<file path="config.mk">
export PLATFORM = sky130hd
export DESIGN_NAME = fifo_slice_reader_flat
export DESIGN_NICKNAME = d
export VERILOG_FILES = /design/src/rtl/fifo_slice_pkg.sv /design/src/rtl/fifo_slice_reader_if.sv /design/src/rtl/fifo_slice_reader.sv /design/src/flat_wrapper.sv
export SDC_FILE = /design/constraint.sdc
export NUM_CORES = 1
export LEC_CHECK = 0
export ABC_AREA = 1
export BUFFER_PORTS_ARGS = -buffer_cell sky130_fd_sc_hd__buf_4
export CAP_MARGIN = 0
export CORE_UTILIZATION = 52
export CTS_CLUSTER_SIZE = 14
export DETAILED_ROUTE_END_ITERATION = 10
export PLACE_DENSITY = 0.78
export SLEW_MARGIN = 20
export SYNTH_ARGS = -nofsm -noshare
export SYNTH_HDL_FRONTEND = slang
export SYNTH_SLANG_ARGS = --single-unit
export TNS_END_PERCENT = 1
</file>
<file path="constraint.sdc">
create_clock -name i_clk -period 13.6 [get_ports i_clk]
set_clock_uncertainty 0.1 [all_clocks]
set_input_delay 0.68 -clock i_clk [delete_from_list [all_inputs] [get_ports i_clk]]
set_output_delay 0.68 -clock i_clk [all_outputs]
set_load 0.01 [all_outputs]
</file>
<file path="src/rtl/fifo_slice_pkg.sv">
// Shared types and elaboration helpers for the FIFO slice reader.
package fifo_slice_pkg;

  typedef enum logic [0:0] {
    ST_EMPTY,
    ST_BUSY
  } state_e;

  function automatic int unsigned calc_nslice(input int unsigned width, input int unsigned slice);
    return width / slice;
  endfunction

  // A single-slice entry would still need a 1-bit index to keep ports legal
  function automatic int unsigned calc_idxw(input int unsigned nslice);
    return (nslice > 1) ? $clog2(nslice) : 1;
  endfunction

endpackage

</file>
<file path="src/rtl/fifo_slice_reader_if.sv">
// Slice stream toward the SIMD lane datapath: valid/ready with slice index and last flag.
interface fifo_slice_reader_if
  import fifo_slice_pkg::*;
#(
  parameter int unsigned SLICE = 31,
  parameter int unsigned IDXW  = calc_idxw(calc_nslice(248, 31))
) ();

  logic             valid;
  logic [SLICE-1:0] data;
  logic [IDXW-1:0]  index;
  logic             last;
  logic             ready;

  modport master (output valid, data, index, last, input ready);
  modport slave  (input valid, data, index, last, output ready);

endinterface

</file>
<file path="src/rtl/fifo_slice_reader.sv">
// Pops WIDTH-bit entries from a show-ahead FIFO and emits them as NSLICE slices, lowest first,
// reloading on the last accepted slice so consecutive entries stream without a bubble.
module fifo_slice_reader
  import fifo_slice_pkg::*;
#(
  parameter int unsigned WIDTH = 248,
  parameter int unsigned SLICE = 31,
  parameter int unsigned CNTW  = 16
) (
  input  logic                       i_clk,
  input  logic                       i_rst,
  input  logic [WIDTH-1:0]           i_fifo_data,
  input  logic                       i_fifo_empty,
  output logic                       o_fifo_read,
  output logic [CNTW-1:0]            o_word_count,
  fifo_slice_reader_if.master        stream
);

  localparam int unsigned NSLICE = calc_nslice(WIDTH, SLICE);
  localparam int unsigned IDXW   = calc_idxw(NSLICE);
  localparam logic [IDXW-1:0] LastIdx = IDXW'(NSLICE - 1);

  if (WIDTH % SLICE != 0) begin : g_bad_width
    $error("fifo_slice_reader: WIDTH must be a multiple of SLICE");
  end
  if (NSLICE < 2) begin : g_bad_nslice
    $error("fifo_slice_reader: WIDTH/SLICE must be at least 2");
  end

  state_e            state_q, state_d;
  logic [IDXW-1:0]   idx_q, idx_d;
  logic [CNTW-1:0]   cnt_q, cnt_d;
  logic [WIDTH-1:0]  word_q, word_d;

  logic busy;
  logic last;
  logic accept;
  logic can_load;

  // State register
  always_ff @(posedge i_clk) begin : p_state
    if (i_rst) begin
      state_q <= ST_EMPTY;
      idx_q   <= '0;
      cnt_q   <= '0;
    end else begin
      state_q <= state_d;
      idx_q   <= idx_d;
      cnt_q   <= cnt_d;
    end
  end

  // Held entry is data only; a reset simply abandons it
  always_ff @(posedge i_clk) begin : p_word
    word_q <= word_d;
  end

  // Next state: a load overrides the advance/retire of the final slice in the same cycle
  always_comb begin : p_next
    state_d = state_q;
    idx_d   = idx_q;
    cnt_d   = cnt_q;
    word_d  = word_q;
    if (accept) begin
      if (last) begin
        cnt_d   = cnt_q + CNTW'(1);
        state_d = ST_EMPTY;
      end else begin
        idx_d = idx_q + IDXW'(1);
      end
    end
    if (o_fifo_read) begin
      word_d  = i_fifo_data;
      idx_d   = '0;
      state_d = ST_BUSY;
    end
  end

  // Outputs: everything but the pop strobe comes straight from registers
  always_comb begin : p_out
    busy         = (state_q == ST_BUSY);
    last         = busy & (idx_q == LastIdx);
    accept       = busy & stream.ready;
    can_load     = (state_q == ST_EMPTY) | (accept & last);
    o_fifo_read  = can_load & ~i_fifo_empty & ~i_rst;
    o_word_count = cnt_q;
    stream.valid = busy;
    stream.data  = word_q[SLICE*idx_q +: SLICE];
    stream.index = idx_q;
    stream.last  = last;
  end

endmodule

</file>
<file path="src/flat_wrapper.sv">
// flat-port wrapper written by rule: the top's interface ports become plain ports
module fifo_slice_reader_flat import fifo_slice_pkg::*;
#(
  parameter int unsigned WIDTH = 248,
  parameter int unsigned SLICE = 31,
  parameter int unsigned CNTW  = 16
)
  (i_clk, i_rst, i_fifo_data, i_fifo_empty, o_fifo_read, o_word_count, stream_valid, stream_data, stream_index, stream_last, stream_ready);
  fifo_slice_reader_if #(.SLICE(SLICE), .IDXW(3)) stream_i ();
  input  logic i_clk;
  input  logic i_rst;
  input  logic [WIDTH-1:0] i_fifo_data;
  input  logic i_fifo_empty;
  output logic o_fifo_read;
  output logic [CNTW-1:0] o_word_count;
  output wire logic [$bits(stream_i.valid)-1:0] stream_valid;
  output wire logic [$bits(stream_i.data)-1:0] stream_data;
  output wire logic [$bits(stream_i.index)-1:0] stream_index;
  output wire logic [$bits(stream_i.last)-1:0] stream_last;
  input wire logic [$bits(stream_i.ready)-1:0] stream_ready;
  assign stream_valid = stream_i.valid;
  assign stream_data = stream_i.data;
  assign stream_index = stream_i.index;
  assign stream_last = stream_i.last;
  assign stream_i.ready = stream_ready;
  fifo_slice_reader #(.WIDTH(WIDTH), .SLICE(SLICE), .CNTW(CNTW)) u_core (.i_clk(i_clk), .i_rst(i_rst), .i_fifo_data(i_fifo_data), .i_fifo_empty(i_fifo_empty), .o_fifo_read(o_fifo_read), .o_word_count(o_word_count), .stream(stream_i));
endmodule
</file>
==> flow_summary.yaml <==
run_status:
  status: "finished clean"
worst_setup_path:
  required_ns: 13.65
  reg2reg_slack_ns: 9.18
  crit_type: "flip-flop to flip-flop"
  critPathLaunchType: "flip-flop"
  cp_max_fo: 73
  arrival_ns: 4.47
  worst_setup_path_end_kind: "flip-flop"
die:
  num_rows: 52
  die_h_um: 146
  fp.dieW_um: 146
  io-pin-count: 305
  start_util_pct: 53.1
  core_sq_um: 20200
  die_area_sq_um: 21200
synthesis:
  avgSynthCellArea_sq_um: 11.7
  ys_seq_area_share_pct: 73.0
  ys_ff_latch: 268
  synth_fp_nets: 1170
  ys_types: 28
  netlist_area_sq_um: 10700
  synthCells: 915
  yosysWarningCount: 0
detailed_routing:
  antenna_left: 0
  drc_errors: 0
  routed_wirelength_um: 25600
  vias: 7771
  via_per_inst: 5.19
  detail_route.wl_per_cell_um: 17.1
  firstDrtPassIters: 5
  drt_iter0_drc: 587
timing:
  setup_viol: 0
  fin_tns_setup_ns: 0
  period_share_pct: 32.5
  relSlewSlack_pct: 33.5
  fmax_ghz: 0.226
  worst_slack_ns: 9.18
  layout_min_cycle_time_ns: 4.42
  rsz0062_at_grt: "false"
  maxSlewViolCount: 0
  hold_viol: 0
  worstMarginPinSlew_ns: 0.997
min_path:
  min_path_type: "input pin to flip-flop"
cts:
  clk_pin_slew_ns: 0.06
  clock_latency_ns: 0.53
  cts_root_buf: "clkbuf_16"
  cts_sinks: 268
  cts.path.max_buffers: 3
  post_cts_buffers: 0
  cts_buffers: 28
  cts_hold_buf: 0
  htreeDepth: 1
  cts_resized: 0
  cts_tree: "built"
finish:
  fillers: 1447
  final_common_cell: "buf_4"
  final_core_util_pct: 69.0
  final_nets: 1461
  syn2layout_area_growth_pct: 30.0
  mostFrequentLayoutCells: "buf_4 (311), edfxtp_1 (248), nor2_1 (210), o21ai_0 (152), nand2_1 (131)"
  fin_area_sq_um: 14000
  drive_above_1_share_pct: 29.2
placement:
  postPlaceCellArea_sq_um: 13200
  gp_congestion: 0.805
  dp_hpwl_um: 16900
  place_ws_ns: 9.13
  port_buffers: 304
power:
  power_density_nw_per_um2: 125
  peakVddDrop_mv: 0.100
  leakage_nw: 5.51
job:
  maxCapViolCount: 0
global_route:
  antenna_found_initial: 2
  grt.overflow.total: 0
  grtUsageTotal_pct: 23.6
  grt_pass1_vias: 7555
  grt_pass1_wl_um: 39000
  grt_max_degree: 94
==> worst paths after layout <==
kind                                                           from                                   to  cells after the start
worst max-delay path            u_core.stream.index[2]$_SDFFE_PP0P_         u_core.word_q[172]$_DFFE_PP_                      7
worst min-delay path                                i_fifo_data[67]          u_core.word_q[67]$_DFFE_PP_                      1
worst max register to register  u_core.stream.index[2]$_SDFFE_PP0P_         u_core.word_q[172]$_DFFE_PP_                      7
worst min register to register  u_core.o_word_count[9]$_SDFFE_PP0P_  u_core.o_word_count[9]$_SDFFE_PP0P_                      1
==> routing by layer <==
layer	vias to the layer above	GRT usage (%)	wire [um]	share of wire (%)
met5	-	0	0	0
met4	0	9.63	987	3.9
met3	66	5.55	2040	8.0
met2	335	40.1	12700	50
met1	3599	29.2	9900	39
li1	3771	-	-	-
==> registers in the layout, summed over array words and instances (netlist names) <==
register and cells:
u_core.o_word_count 16, u_core.stream.index 3, u_core.stream.valid 1, u_core.word_q 248
==> cells by family (layout without fill, tap and decap cells) <==
family,after synthesis,count (layout),synth area share (%)
compound gates,207,207,9.69
xor+xnor,1,1,0.0815
other cells,0,2,0
buf+inv,70,379,3.21
simple gates,366,366,13.6
flops,268,268,73.0
fa+ha+maj,3,3,0.349
==> per-stage QoR <==
stage / power (mW) / hold WS (ns) / std cells
final: 1.75 / 0.224 / 1496
after CTS: 1.76 / 0.199 / 1494
after global routing: 1.81 / 0.198 / 1496
after global placement: 1.09 / 0.379 / 1446
after floorplan: 1.02 / 0.396 / 915
after detailed placement: 1.09 / 0.387 / 1446
==> power by group <==
part	switching [mW]	total, mW	leakage, nW	internal [mW]
clock network	0.289	0.675	0.391	0.386
logic	0.0622	0.130	2.66	0.0677
registers	0.00908	0.945	2.46	0.936
total	0.361	1.75	5.51	1.39
==> Yosys cell counts (all sizes together) <==
| library cell | count | area [sq um] |
|---|---|---|
| nand4 | 3 | 18.8 |
| nand3 | 10 | 55.1 |
| clkbuf | 25 | 93.8 |
| ha | 3 | 37.5 |
| nor3 | 2 | 10.0 |
| o21a | 1 | 7.51 |
| and3 | 1 | 7.51 |
| a21oi | 12 | 60.1 |
| nand2 | 135 | 532 |
| o21bai | 1 | 7.51 |
| xor2 | 1 | 8.76 |
| nor2 | 215 | 841 |
| o21ai | 193 | 966 |
| edfxtp | 248 | 7450 |
| buf | 25 | 176 |
| dfxtp | 20 | 400 |
| inv | 20 | 75.1 |
==> critical path: stages, from the launching register on <==
cell	delay [ns]
dfxtp_2	0.92
ha_1	0.36
nand3_2	0.15
nand2_1	0.12
nand2_1	0.10
nor2_4	0.61
buf_4	0.82
buf_4	0.80
==> final cells by class <==
class	instances	area, sq um	share of cell area, %
Sequential cell	268	7860	56.2
Antenna cell	2	5.00	0.0358
Tap cell	270	338	2.42
Multi-Input combinational cell	577	2560	18.3
Inverter	20	77.6	0.555
Timing Repair Buffer	311	2330	16.7
Clock inverter	10	41.3	0.296
Clock buffer	38	759	5.44
No activity file was read; power rests on OpenSTA's default activity.
